$ cat config.mk
export PLATFORM = sky130hd
export DESIGN_NAME = miner_core_ccu
export DESIGN_NICKNAME = d
export VERILOG_FILES = /design/src/rtl/miner_pkg.sv /design/src/rtl/miner_core_ccu.sv
export SDC_FILE = /design/constraint.sdc
export NUM_CORES = 1
export LEC_CHECK = 0
export CAP_MARGIN = 20
export CORE_MARGIN = 2
export CORE_UTILIZATION = 36
export CTS_CLUSTER_DIAMETER = 40
export DETAILED_ROUTE_END_ITERATION = 10
export PLACE_DENSITY_LB_ADDON = 0.12
export SYNTH_ARGS = -nofsm -noshare
export SYNTH_HDL_FRONTEND = slang
export SYNTH_SLANG_ARGS = --single-unit
$ cat constraint.sdc
create_clock -name clk -period 1.4 [get_ports clk]
set_clock_uncertainty 0.1 [all_clocks]
set_input_delay 0.28 -clock clk [delete_from_list [all_inputs] [get_ports clk]]
set_output_delay 0.28 -clock clk [all_outputs]
set_load 0.1 [all_outputs]
$ cat src/rtl/miner_pkg.sv
// Shared types and constants for the SHA-256d miner core control path.
// Holds the CCU state encoding, the stage lengths and the timer width.
package miner_pkg;

    localparam int CNT_W = 7;

    localparam logic [CNT_W-1:0] MSA_CYCLES  = 7'd48;
    localparam logic [CNT_W-1:0] COMP_CYCLES = 7'd64;

    typedef enum logic [3:0] {
        IDLE,
        C0_MSA,
        C0_COMP,
        C0_ADD,
        C1_MSA,
        C1_COMP,
        C1_ADD,
        D_MSA,
        D_COMP,
        D_ADD,
        DONE
    } ccu_state_t;

    // States that are paced by the companion stage timer.
    function automatic logic is_timed(input ccu_state_t st);
        return (st == C0_MSA) || (st == C0_COMP) || (st == C1_MSA) ||
               (st == C1_COMP) || (st == D_MSA) || (st == D_COMP);
    endfunction

endpackage

$ cat src/rtl/miner_core_ccu.sv
// Central control unit of one SHA-256d miner core: sequences the two header
// chunk passes and the second-hash pass, each as schedule/compress/add.
//
//  state   | meaning
//  IDLE    | waiting for hash_enable
//  C0_MSA  | chunk 0 message-schedule expansion (timed)
//  C0_COMP | chunk 0 compression (timed)
//  C0_ADD  | chunk 0 digest add
//  C1_MSA  | chunk 1 message-schedule expansion (timed)
//  C1_COMP | chunk 1 compression (timed)
//  C1_ADD  | chunk 1 digest add
//  D_MSA   | second-hash message-schedule expansion (timed)
//  D_COMP  | second-hash compression (timed)
//  D_ADD   | second-hash digest add
//  DONE    | one-cycle finished pulse
module miner_core_ccu
    import miner_pkg::*;
#(
    parameter logic [CNT_W-1:0] MSA_LEN  = MSA_CYCLES,
    parameter logic [CNT_W-1:0] COMP_LEN = COMP_CYCLES
) (
    input  logic             clk,
    input  logic             n_rst,
    input  logic             hash_enable,
    input  logic             rollover_flag,
    output logic             select,
    output logic             enable_timer,
    output logic [CNT_W-1:0] rollover_val,
    output logic             msa_en,
    output logic             comp_en,
    output logic             add_en,
    output logic             msa2_en,
    output logic             comp2_en,
    output logic             add2_en,
    output logic             finished
);

    ccu_state_t state_q, state_d;

    always_ff @(posedge clk or negedge n_rst) begin
        if (!n_rst) begin
            state_q <= IDLE;
        end else begin
            state_q <= state_d;
        end
    end

    always_comb begin
        state_d      = state_q;
        select       = 1'b0;
        rollover_val = '0;
        msa_en       = 1'b0;
        comp_en      = 1'b0;
        add_en       = 1'b0;
        msa2_en      = 1'b0;
        comp2_en     = 1'b0;
        add2_en      = 1'b0;
        finished     = 1'b0;
        enable_timer = is_timed(state_q);

        case (state_q)
            IDLE: begin
                if (hash_enable) state_d = C0_MSA;
            end
            C0_MSA: begin
                msa_en       = 1'b1;
                rollover_val = MSA_LEN;
                if (rollover_flag) state_d = C0_COMP;
            end
            C0_COMP: begin
                comp_en      = 1'b1;
                rollover_val = COMP_LEN;
                if (rollover_flag) state_d = C0_ADD;
            end
            C0_ADD: begin
                add_en  = 1'b1;
                state_d = C1_MSA;
            end
            C1_MSA: begin
                select       = 1'b1;
                msa_en       = 1'b1;
                rollover_val = MSA_LEN;
                if (rollover_flag) state_d = C1_COMP;
            end
            C1_COMP: begin
                select       = 1'b1;
                comp_en      = 1'b1;
                rollover_val = COMP_LEN;
                if (rollover_flag) state_d = C1_ADD;
            end
            C1_ADD: begin
                select  = 1'b1;
                add_en  = 1'b1;
                state_d = D_MSA;
            end
            D_MSA: begin
                msa2_en      = 1'b1;
                rollover_val = MSA_LEN;
                if (rollover_flag) state_d = D_COMP;
            end
            D_COMP: begin
                comp2_en     = 1'b1;
                rollover_val = COMP_LEN;
                if (rollover_flag) state_d = D_ADD;
            end
            D_ADD: begin
                add2_en = 1'b1;
                state_d = DONE;
            end
            DONE: begin
                finished = 1'b1;
                state_d  = IDLE;
            end
            default: begin
                state_d = IDLE;
            end
        endcase
    end

endmodule

==> key figures <==
Timing
  • Final setup fails: 12
  • Post-route worst setup slack: -0.519 ns
  • Fin crit share: 137%
  • Number of hold violations in the final report: 0
  • Total negative slack for setup checks: -4.94 ns
  • Hold slack final: 0.148 ns
  • Unrepaired setup endpoints after global routing: true
  • Max Transition Viols Final: 0
  • Max Clock Freq: 521 MHz
  • Final Critical Period: 1.92 ns

Floorplanning
  • Rows: 13
  • Die X: 40.4 um
  • Die Span Y: 40.4 um
  • Ports placed on the boundary: 20
  • Die Area: 0.00163 mm^2
  • Std-Cell Core Area: 0.00127 mm^2
  • Starting density of the core: 37.7%

CTS
  • Hold-fix buffers, CTS: 0
  • H-tree depth reported by CTS: 1
  • Clock latency of the later-clocked register in the worst-skew pair: 0.23 ns
  • Clk sinks: 4
  • CTS Root Buffer Type: sky130_fd_sc_hd__clkbuf_4
  • Clock tree from TritonCTS: built
  • Total clock buffers created by CTS: 3
  • Clock-pin slew of the registers on the worst-case setup and hold paths: 0.04 ns
  • Maximum clock insertion buffer count: 2

Final layout
  • # nets final: 101
  • Antenna fix cells: 0
  • Top flop regs: state_q (4)
  • Number of flip-flops under the largest register name: 4
  • Area added between synthesis and finish: 122%
  • Total non-filler cell area in the finished layout: 0.00106 mm^2
  • Commonest non-fill, non-tap cells in the layout: 21 x sky130_fd_sc_hd__buf_4, 12 x sky130_fd_sc_hd__buf_12, 5 x sky130_fd_sc_hd__buf_6
  • Most frequent standard cell in the layout excluding fill and tap cells: sky130_fd_sc_hd__buf_4
  • Register bank with the most flops: state_q
  • Share of final-layout standard cells stronger than drive strength 1: 71.6%

Worst setup path
  • Critical R2R Launch: state_q[2]
  • End of the worst register-to-register path: state_q[0]
  • Required time at the endpoint of the critical path: 1.02 ns
  • R2R setup slack: 0.01 ns
  • Path depth of the worst reg2reg path: 6
  • Crit path max fanout: 7
  • Setup Crit Path Kind: reg -> out
  • Capturing instance or port of the critical path: enable_timer
  • Critical path endpoint category: output port
  • Critical path data arrival time: 1.54 ns
  • Crit path launch: state_q[2]
  • Type of origin of the critical path: flip-flop

Synthesis
  • Netlist cell types: 29
  • Yosys warnings: 0
  • Top_reg_cell synth: sky130_fd_sc_hd__dfrtp_1
  • Asr flop ratio synth: 100%
  • Number of flops mapped to enable cells by yosys: 0
  • Summed instance area of the synthesized netlist: 478 um^2
  • Synthesized area divided by synthesized cell count: 8.39 um^2
  • Cell count after synthesis: 57
  • Synthesized flop and latch total: 4
  • Share of synthesized area occupied by flip-flops and latches: 20.9%

Placed design
  • Routability-driven placement congestion ratio: 0.788
  • Number of port buffers: 15
  • Detail Placement HPWL: 1.04 mm
  • Placement-stage worst setup slack: -0.320 ns
  • Area post-placement: 941 um^2

Global routing
  • Largest net degree at the start of global routing: 9
  • Met2 global-route usage: 33.7%
  • M1 GR Usage: 24.8%
  • First-pass GRT wire length: 2.21 mm
  • GR met3 Demand/Resource: 5.00%
  • Number of global-route vias before repair: 519
  • Total routing usage reported by global routing: 20.3%
  • Number of antenna violations at the first check in global routing: 0
  • Layer carrying the most global-route usage: met2
  • Remaining global-route overflow: 0

Routing
  • Pre-antenna DRT Iters: 4
  • Post-detailed-route count of antenna-violating nets: 0
  • Initial DRC Count: 12
  • Remaining routing DRC violations: 0
  • Total wire length: 1.44 mm
  • Total via count in the routed design: 529
  • Via-to-Cell Ratio: 4.81
  • DR WL/cell: 13.1 um

Min path
  • Classification of the worst-slack hold path: in -> async

Status
  • Status: finished with violations
  • Failing checks: negative setup slack

Run
  • Max-capacitance violation count: 0
[cell type report]
type	instances	area, um^2
clock buffers	3	22.5
fillers	69	209
multi-input cells	46	414
flip-flops and latches	4	105
well taps	15	18.8
repair buffers	42	499
[cell usage after synthesis (2+ instances only)]
cell type,instances,area [um^2]
sky130_fd_sc_hd__buf_4,7,52.6
sky130_fd_sc_hd__nor2b_1,4,25.0
sky130_fd_sc_hd__buf_6,2,22.5
sky130_fd_sc_hd__a21o_1,2,15.0
sky130_fd_sc_hd__o21ai_1,2,10.0
sky130_fd_sc_hd__nor3_1,2,10.0
sky130_fd_sc_hd__a21oi_1,4,20.0
sky130_fd_sc_hd__o21ai_0,2,10.0
sky130_fd_sc_hd__nor2_1,2,7.51
sky130_fd_sc_hd__nor2_2,3,18.8
sky130_fd_sc_hd__dfrtp_1,4,100
sky130_fd_sc_hd__nand2_1,5,18.8
sky130_fd_sc_hd__nand2b_4,2,27.5
[through the flow]
step / cells / utilization, %
final: 110 / 83.5
after global routing: 110 / 83.5
after CTS: 109 / 81.6
after detailed placement: 104 / 74.2
after global placement: 104 / 74.2
after floorplan: 60 / -
[layer usage]
metal,vias up,part of all wire [%]
li1,259,-
met1,253,42
met2,17,53
met3,0,5.2
met4,0,0
met5,-,0
[worst min path at each step]
stage | end | slack (ns) | cells after the start
6_report | state_q[3] | 0.15 | 1
5_1_grt | state_q[0] | 0.16 | 1
4_1_cts | state_q[3] | 0.15 | 1
3_3_place_gp | state_q[3] | 0.40 | 1
2_1_floorplan | state_q[0] | -0.12 | 0
3_5_place_dp | state_q[3] | 0.40 | 1
[worst max-delay path, stage by stage, from the launching register on]
cell and delay, ns:
sky130_fd_sc_hd__dfrtp_2 0.45, sky130_fd_sc_hd__buf_4 0.16, sky130_fd_sc_hd__nand2_4 0.07, sky130_fd_sc_hd__o21a_1 0.12
sky130_fd_sc_hd__a21oi_1 0.08, sky130_fd_sc_hd__or2_4 0.27, sky130_fd_sc_hd__buf_12 0.17
[cell families after synthesis]
kind of cell / after synthesis / share of synthesized area [%]
AO/OA/AOI/OAI: 15 / 22.8
XOR/XNOR: 1 / 1.83
buffers and inverters: 10 / 16.8
flip-flops: 4 / 20.9
multiplexers: 1 / 2.36
other: 1 / 0.785
AND/OR/NAND/NOR: 25 / 34.6
[what timing repair did]
item / 4_1_cts / 5_1_grt
endpoints found under the setup margin: 14 / 14
setup buffers: 3 / 2
pin swaps: 6 / 2
gates resized for setup: 13 / 5
endpoints found under the hold margin: 0 / 0
Power is not shown: default switching activity piles up to over one toggle a cycle in this logic, so the estimate is an artifact.
